<file path="config.mk">
export PLATFORM = sky130hd
export DESIGN_NAME = countcap_flat
export DESIGN_NICKNAME = d
export VERILOG_FILES = /design/src/rtl/countcap_if.sv /design/src/rtl/countcap.sv /design/src/flat_wrapper.sv
export SDC_FILE = /design/constraint.sdc
export NUM_CORES = 2
export LEC_CHECK = 0
export CAP_MARGIN = 20
export CORE_UTILIZATION = 60
export CTS_CLUSTER_DIAMETER = 200
export DETAILED_ROUTE_END_ITERATION = 6
export GPL_TIMING_DRIVEN = 0
export PLACE_DENSITY = 0.77
export SYNTH_ARGS = -nofsm -noshare
export SYNTH_HDL_FRONTEND = slang
export SYNTH_SLANG_ARGS = --single-unit
</file>
<file path="constraint.sdc">
create_clock -name clk_i -period 3.6 [get_ports clk_i]
set_input_delay 0.36 -clock clk_i [delete_from_list [all_inputs] [get_ports clk_i]]
set_output_delay 0.36 -clock clk_i [all_outputs]
set_load 0.05 [all_outputs]
</file>
<file path="src/rtl/countcap_if.sv">
// Wishbone slave bus bundle for countcap: a single-beat, registered-ack handshake
// with a 4-bit word address and 32-bit data.
interface countcap_if;
  logic        cyc_i;
  logic        stb_i;
  logic        we_i;
  logic [3:0]  adr_i;
  logic [31:0] dat_i;
  logic [31:0] dat_o;
  logic        ack_o;

  modport master (
    output cyc_i, stb_i, we_i, adr_i, dat_i,
    input  dat_o, ack_o
  );

  modport slave (
    input  cyc_i, stb_i, we_i, adr_i, dat_i,
    output dat_o, ack_o
  );
endinterface

</file>
<file path="src/rtl/countcap.sv">
// Multi-channel rising-edge counter and period meter behind a Wishbone slave.
// Each channel counts rising edges and captures the cycle interval between consecutive rises.
module countcap #(
  parameter int NCH = 8,
  parameter int CW  = 32
) (
  input  logic           clk_i,
  input  logic           rst_i,
  countcap_if.slave      bus,
  input  logic [NCH-1:0] countcap_i,
  output logic           irq_o
);

  localparam int SW = (NCH > 1) ? $clog2(NCH) : 1;
  localparam logic [CW-1:0] CMAX = '1;
  localparam logic [CW-1:0] CONE = CW'(1);

  localparam logic [3:0] A_ENABLE = 4'd0;
  localparam logic [3:0] A_CLEAR  = 4'd1;
  localparam logic [3:0] A_SEL    = 4'd2;
  localparam logic [3:0] A_COUNT  = 4'd3;
  localparam logic [3:0] A_PERIOD = 4'd4;
  localparam logic [3:0] A_STATUS = 4'd5;
  localparam logic [3:0] A_IRQMSK = 4'd6;

  logic [NCH-1:0] s1_q, s1_d, s2_q, s2_d, s3_q, s3_d;
  logic [NCH-1:0] enable_q, enable_d;
  logic [NCH-1:0] mask_q, mask_d;
  logic [NCH-1:0] valid_q, valid_d;
  logic [NCH-1:0] ovf_q, ovf_d;
  logic [2:0]     sel_q, sel_d;
  logic [CW-1:0]  count_q    [NCH];
  logic [CW-1:0]  count_d    [NCH];
  logic [CW-1:0]  period_q   [NCH];
  logic [CW-1:0]  period_d   [NCH];
  logic [CW-1:0]  interval_q [NCH];
  logic [CW-1:0]  interval_d [NCH];
  logic           ack_q, ack_d;
  logic [31:0]    dat_q, dat_d;
  logic           irq_q, irq_d;

  logic           acc;
  logic           wr;
  logic [NCH-1:0] rise;
  logic [31:0]    rd_status;
  logic           sel_ok;
  logic           unused_dat;

  assign unused_dat = ^bus.dat_i[31:NCH];

  always_comb begin
    acc  = bus.cyc_i & bus.stb_i & ~ack_q;
    wr   = acc & bus.we_i;
    rise = s2_q & ~s3_q;

    ack_d    = acc;
    s1_d     = countcap_i;
    s2_d     = s1_q;
    s3_d     = s2_q;
    enable_d = enable_q;
    mask_d   = mask_q;
    sel_d    = sel_q;
    valid_d  = valid_q;
    ovf_d    = ovf_q;

    if (wr) begin
      case (bus.adr_i)
        A_ENABLE: enable_d = bus.dat_i[NCH-1:0];
        A_SEL:    sel_d    = bus.dat_i[2:0];
        A_IRQMSK: mask_d   = bus.dat_i[NCH-1:0];
        default:  ;
      endcase
    end

    // Priority per channel: counting (old ENABLE) < re-enable restart < CLEAR.
    // W1C is applied before a new overflow so a same-edge overflow keeps the flag.
    for (int n = 0; n < NCH; n++) begin
      count_d[n]    = count_q[n];
      period_d[n]   = period_q[n];
      interval_d[n] = interval_q[n];

      if (wr && bus.adr_i == A_STATUS && bus.dat_i[n])
        ovf_d[n] = 1'b0;

      if (enable_q[n]) begin
        interval_d[n] = (interval_q[n] == CMAX) ? CMAX : interval_q[n] + CONE;
        if (rise[n]) begin
          if (valid_q[n])
            period_d[n] = (interval_q[n] == CMAX) ? CMAX : interval_q[n] + CONE;
          valid_d[n]    = 1'b1;
          interval_d[n] = '0;
          if (count_q[n] == CMAX)
            ovf_d[n] = 1'b1;
          else
            count_d[n] = count_q[n] + CONE;
        end
      end

      if (wr && bus.adr_i == A_ENABLE && bus.dat_i[n] && !enable_q[n]) begin
        interval_d[n] = '0;
        valid_d[n]    = 1'b0;
      end

      if (wr && bus.adr_i == A_CLEAR && bus.dat_i[n]) begin
        count_d[n]    = '0;
        period_d[n]   = '0;
        interval_d[n] = '0;
        valid_d[n]    = 1'b0;
      end
    end

    rd_status = '0;
    for (int n = 0; n < NCH; n++) begin
      rd_status[n]     = ovf_q[n];
      rd_status[8 + n] = valid_q[n];
    end

    sel_ok = (int'(sel_q) < NCH);
    dat_d  = dat_q;
    if (acc) begin
      case (bus.adr_i)
        A_ENABLE: dat_d = 32'(enable_q);
        A_SEL:    dat_d = 32'(sel_q);
        A_COUNT:  dat_d = sel_ok ? 32'(count_q[sel_q[SW-1:0]]) : 32'd0;
        A_PERIOD: dat_d = sel_ok ? 32'(period_q[sel_q[SW-1:0]]) : 32'd0;
        A_STATUS: dat_d = rd_status;
        A_IRQMSK: dat_d = 32'(mask_q);
        default:  dat_d = 32'd0;
      endcase
    end

    irq_d = |(ovf_q & mask_q);
  end

  always_ff @(posedge clk_i) begin
    if (rst_i) begin
      s1_q     <= '0;
      s2_q     <= '0;
      s3_q     <= '0;
      enable_q <= '0;
      mask_q   <= '0;
      valid_q  <= '0;
      ovf_q    <= '0;
      sel_q    <= '0;
      ack_q    <= 1'b0;
      dat_q    <= '0;
      irq_q    <= 1'b0;
      for (int n = 0; n < NCH; n++) begin
        count_q[n]    <= '0;
        period_q[n]   <= '0;
        interval_q[n] <= '0;
      end
    end else begin
      s1_q     <= s1_d;
      s2_q     <= s2_d;
      s3_q     <= s3_d;
      enable_q <= enable_d;
      mask_q   <= mask_d;
      valid_q  <= valid_d;
      ovf_q    <= ovf_d;
      sel_q    <= sel_d;
      ack_q    <= ack_d;
      dat_q    <= dat_d;
      irq_q    <= irq_d;
      for (int n = 0; n < NCH; n++) begin
        count_q[n]    <= count_d[n];
        period_q[n]   <= period_d[n];
        interval_q[n] <= interval_d[n];
      end
    end
  end

  assign bus.ack_o = ack_q;
  assign bus.dat_o = dat_q;
  assign irq_o     = irq_q;

endmodule
</file>
<file path="src/flat_wrapper.sv">
// flat-port wrapper written by rule: the top's interface ports become plain ports
module countcap_flat 
#(
  parameter int NCH = 8,
  parameter int CW  = 32
)
  (clk_i, rst_i, countcap_i, irq_o, bus_cyc_i, bus_stb_i, bus_we_i, bus_adr_i, bus_dat_i, bus_dat_o, bus_ack_o);
  countcap_if bus_i ();
  input  logic clk_i;
  input  logic rst_i;
  input  logic [NCH-1:0] countcap_i;
  output logic irq_o;
  input wire logic [$bits(bus_i.cyc_i)-1:0] bus_cyc_i;
  input wire logic [$bits(bus_i.stb_i)-1:0] bus_stb_i;
  input wire logic [$bits(bus_i.we_i)-1:0] bus_we_i;
  input wire logic [$bits(bus_i.adr_i)-1:0] bus_adr_i;
  input wire logic [$bits(bus_i.dat_i)-1:0] bus_dat_i;
  output wire logic [$bits(bus_i.dat_o)-1:0] bus_dat_o;
  output wire logic [$bits(bus_i.ack_o)-1:0] bus_ack_o;
  assign bus_i.cyc_i = bus_cyc_i;
  assign bus_i.stb_i = bus_stb_i;
  assign bus_i.we_i = bus_we_i;
  assign bus_i.adr_i = bus_adr_i;
  assign bus_i.dat_i = bus_dat_i;
  assign bus_dat_o = bus_i.dat_o;
  assign bus_ack_o = bus_i.ack_o;
  countcap #(.NCH(NCH), .CW(CW)) u_core (.clk_i(clk_i), .rst_i(rst_i), .bus(bus_i), .countcap_i(countcap_i), .irq_o(irq_o));
endmodule
</file>
After elaboration in Yosys (flattened, before gate mapping)
Memories as Yosys holds them, arrays and structs flattened. A register that Yosys moved wholly into a read port is not among the register bits.
Index checks and enable logic that the tools add are counted.
{"block": "totals", "output_inout_bits": 34, "wordCells": 354, "register_bits": 93, "ramBits": 768, "in_bits": 49, "mem_count": 3}
{"block": "op_classes", "reduce_logical": 72, "addsub": 16, "n_eq_ne": 46, "n_bitwise": 31, "n_mux": 168}
{"name": "u_core.count_q", "depth": 8, "word_bits": 32, "rd": 9, "rd_clocked_by_memory_dff": 1, "wr": 8, "line_no": "countcap.sv:32", "source": "logic [CW-1:0] count_q [NCH];"}
{"name": "u_core.interval_q", "depth": 8, "word_bits": 32, "rd": 8, "rd_clocked_by_memory_dff": 0, "wr": 8, "line_no": "countcap.sv:36", "source": "logic [CW-1:0] interval_q [NCH];"}
{"name": "u_core.period_q", "depth": 8, "word_bits": 32, "rd": 1, "rd_clocked_by_memory_dff": 1, "wr": 8, "line_no": "countcap.sv:34", "source": "logic [CW-1:0] period_q [NCH];"}
{"operator": "2-to-1 mux 32 bit", "count": 128}
{"operator": "adder 32 x 1 -> 32 bit, second input constant", "count": 16}
{"operator": "equality test 32 bit, second input constant", "count": 16}
{"operator": "one-hot mux 32 bit (6 select lines)", "count": 1}
{"operator": "logical AND 1 bit", "count": 35}
{"operator": "2-to-1 mux 1 bit", "count": 35}
{"operator": "inequality test 4 bit, second input constant", "count": 8}
{"operator": "AND reduction 4 bit", "count": 8}
{"operator": "inequality test 3 bit, second input constant", "count": 8}
{"operator": "OR 1 bit", "count": 24}
{"operator": "OR reduction 3 bit", "count": 8}
{"operator": "AND reduction 2 bit", "count": 11}
{"operator": "bitwise AND 8 bit", "count": 2}
{"operator": "inequality test 2 bit, second input constant", "count": 8}
{"operator": "equality test 4 x 3 -> 1 bit, second input constant", "count": 3}
{"operator": "2-to-1 mux 3 bit", "count": 4}
{"operator": "equality test 4 x 2 -> 1 bit, second input constant", "count": 2}
{"operator": "logical NOT 1 bit", "count": 8}
{"operator": "inverter 8 bit", "count": 1}
{"operator": "OR reduction 8 bit", "count": 1}
{"operator": "equality test 4 x 1 -> 1 bit, second input constant", "count": 1}
{"operator": "logical NOT 4 bit", "count": 1}
{"operator": "bitwise AND 1 bit", "count": 3}
{"operator": "inverter 1 bit", "count": 1}

Longest topological paths before layout
{"block": "depth", "word_depth": 9, "ltp_mapped": 9, "mapped_depth_nobuf": 6}

Worst setup path before layout
Ideal clock, no wire load.
{"block": "synth_timing", "path_kind": "flip-flop to flip-flop", "startpoint": "reg u_core.ack_q (netlist: u_core.bus.ack_o)", "endpoint": "mem u_core.period_q[0][0], enable pin", "synth_period_minus_slack_ns": 3.112, "arrival_time_ns": 2.635, "slack_ns": 0.488, "n_path_buf": 3, "required_time_ns": 3.122, "stages_incl_launch_ff": 7, "setup_ns": 0.478, "cell_sequence": "dfxtp_1 > and4b_1 > clkbuf_1 > clkbuf_1 > a31oi_1 > clkbuf_1 > nand2_1"}
{"element": "start, declared", "line_no": "countcap.sv:38", "source": "logic ack_q, ack_d;"}
{"element": "start signal, assigned", "line_no": "countcap.sv:162", "source": "ack_q <= ack_d;"}
{"element": "end, declared", "line_no": "countcap.sv:34"}

==> reports/results.ini <==
[status]
status = complete, but fails checks
violations = DRC

[yosys]
synth_edf_count = 256
yosysTopAreaCell = dfxtp_1
synth.top_cells.by_count = dfxtp_1, a21oi_1, nand2_1
syn_area_per_cell_um2 = 8.907
synth-main-ff-cell = dfxtp_1
synthTopCellsByArea = dfxtp_1, edfxtp_1, a21oi_1
async_flop_share = 0
syn-instance-count = 5339
ys_seq_area_frac = 0.4176
yosys.area.top_type_share = 0.2559
synth.ff_latch_count = 864
yosysUniqueCellTypes = 85
yosysWarnings = 0
yosysMostFrequentCell = dfxtp_1
netlist_area_mm2 = 0.04756
synthesis.nets = 5404

[pwr]
p_per_area_mw_per_mm2 = 399.3
vdd_ir_drop_max_mv = 0.5307
leakage_nw = 15.73
power.total_mw = 21.16

[clock_network]
cts_buffers = 94
holdBufCountCts = 0
cts_buffer_depth = 3
cts_root_buffer = clkbuf_16
cts_tree = built
h-tree-depth = 3
clk_latency_ns = 0.68
cts.reportedPaths.clkPinSlew_ns = 0.07
cts_setup_buffers = 0
cts_sinks = 864

[setup_path]
r2r_cells = 7
critPathKind = reg2reg
end_kind = register
start_kind = register
path_max_fanout = 10
crit_path_cell_trace = buf_2, clkbuf_1, clkbuf_1, mux4_2, mux2i_1, a2bb2oi_1, o21ai_0
cpPeakStageDelay_ns = 0.69
crit_slowest_cell = mux2i_1
cp_common_cell = clkbuf_1
arrival_ns = 4.07
required_ns = 4.15

[timing]
setup_violations = 0
rsz0062_at_grt = false
hold_viol = 0
fin_skew_ns = 0.01774
slew_violations = 0
period_needed_ns = 3.522
hold_ws_ns = 0.1158
fmax_mhz = 284.0
fin_crit_sh = 0.9782
slew_headroom = 0.1929
tightest_slew_ns = 1.200
timing.final.ws_setup_ns = 0.07839

[min_path]
holdPathStages = 3
hp-class = in2reg

[floorplanning]
core-area_mm2 = 0.07798
ioPinCount = 83
die_w_um = 283.5
rows = 102
die_area_mm2 = 0.08039
start_util = 0.6099
die_y_um = 283.5

[global_route]
grt_antenna_before_repair = 8
grt_max_degree = 26
grtUsageTotal = 0.4131
grt_pass1_wl_mm = 255.5
overflow = 0
grt_pass1_vias = 40910

[route]
via_per_inst = 7.007
vias = 46480
routed_wirelength_mm = 171.5
drt-initial-drc-count = 6653
ant_nets = 0
routedWlPerCell_um = 25.86
post-route-drc-count = 1
detail_route.first_pass.iterations = 7

[placed_design]
dp_slack_ns = -0.7721
dpl.hpwl_mm = 128.5
gp_congestion = 1.062
io_buffers = 53

[cells_and_area]
post_route_cells_drive_above_1_share = 0.07640
nets = 5574
area_growth_pct = 11.43

[job]
cap_violations = 0

-- report_power, final --
group          internal (mW)  total [mW]  leakage, nW  switching [mW]
Combinational          0.174       0.655         6.62           0.481
Clock                   6.07        10.3         1.59            4.23
Sequential              10.1        10.2         7.52          0.0797
Total                   16.4        21.2         15.7            4.79
-- registers in the layout (all words and copies together) (netlist names), named ones only --
register / count
u_core.sel_q: 3
u_core.valid_q: 8
u_core.period_q: 256
u_core.s3_q: 8
u_core.s1_q: 8
u_core.bus.dat_o: 32
u_core.s2_q: 8
u_core.enable_q: 8
u_core.bus.ack_o: 1
u_core.count_q: 256
u_core.irq_o: 1
u_core.interval_q: 256
u_core.ovf_q: 8
u_core.mask_q: 8
-- critical path: cells and delay by family (launching register included) --
kind / cells / cell delay [ns]
AOI/OAI and AO/OA: 2 / 0.28
buffers and inverters: 3 / 1.65
DFF: 1 / 0.34
muxes: 2 / 1.11
-- routing by layer --
layer / global-route usage / wire length [um] / part of all wire / up-vias
li1: - / - / - / 20730
met1: 0.5658 / 66710 / 0.39 / 22150
met2: 0.6075 / 72860 / 0.42 / 3097
met3: 0.1015 / 21870 / 0.13 / 494
met4: 0.2093 / 10050 / 0.059 / 6
met5: 0 / 44 / 0.00026 / -
-- layout by cell type (no fill, tap or decap), types with 46 or more instances in the layout --
master,instances
a21oi_1,598
a31oi_1,83
and3_1,88
and4_1,84
clkbuf_1,357
clkbuf_16,97
clkdlybuf4s50_1,53
dfxtp_1,608
edfxtp_1,256
inv_1,63
mux2i_1,63
mux4_2,128
nand2_1,420
nand3_1,232
nand4_1,173
nor2_1,314
nor2b_1,49
nor3_1,178
nor4_1,117
o21ai_0,397
o31ai_1,46
or3_1,127
or4_1,80
xnor2_1,152
xor2_1,72
-- metrics by stage --
step	instances	utilization	instance area [um2]	setup TNS (ns)
after global routing	6633	0.6795	52990	0
final	6634	0.6796	52990	0
after global placement	6432	0.6334	49390	-286.71
after detailed placement	6446	0.6367	49650	-155.22
after CTS	6622	0.6783	52890	0
after floorplan	5339	-	47560	0
-- final timing paths --
path	from	end	slack [ns]
min	bus_dat_i[5]	u_core.enable_q[5]	0.12
min reg2reg	u_core.s1_q[7]	u_core.s2_q[7]	0.43
max reg2reg	register	u_core.bus.dat_o[27]	0.08
max	register	u_core.bus.dat_o[27]	0.08
-- what timing repair did --
| item | 4_1_cts | 5_1_grt |
|---|---|---|
| setup endpoints to repair | 90 | 129 |
| resized for setup | 6 | 11 |
| cloned | 0 | 0 |
-- layout make-up --
| cell class | count | area, um2 |
|---|---|---|
| well taps | 1040 | 1301 |
| inverters | 65 | 244.0 |
| plain buffers | 411 | 1592 |
| clock buffers | 128 | 2638 |
| repair buffers | 74 | 837.1 |
| diodes | 5 | 12.51 |
| flip-flops and latches | 864 | 19860 |
| clock inverters | 48 | 588.1 |
| multi-input cells | 3999 | 25920 |
| fillers | 6380 | 24990 |
-- cells by family (layout without fill, tap and decap cells) --
group	after synthesis	count (layout)	synth area share
simple gates	2029	2029	0.2281
xor+xnor	224	224	0.04125
mux	199	199	0.07577
flops	864	864	0.4176
other cells	0	5	0
compound gates	1531	1531	0.1947
fa+ha+maj	16	16	0.004210
buf+inv	476	726	0.03841
Note: power is estimated with default switching activity, not from simulation.
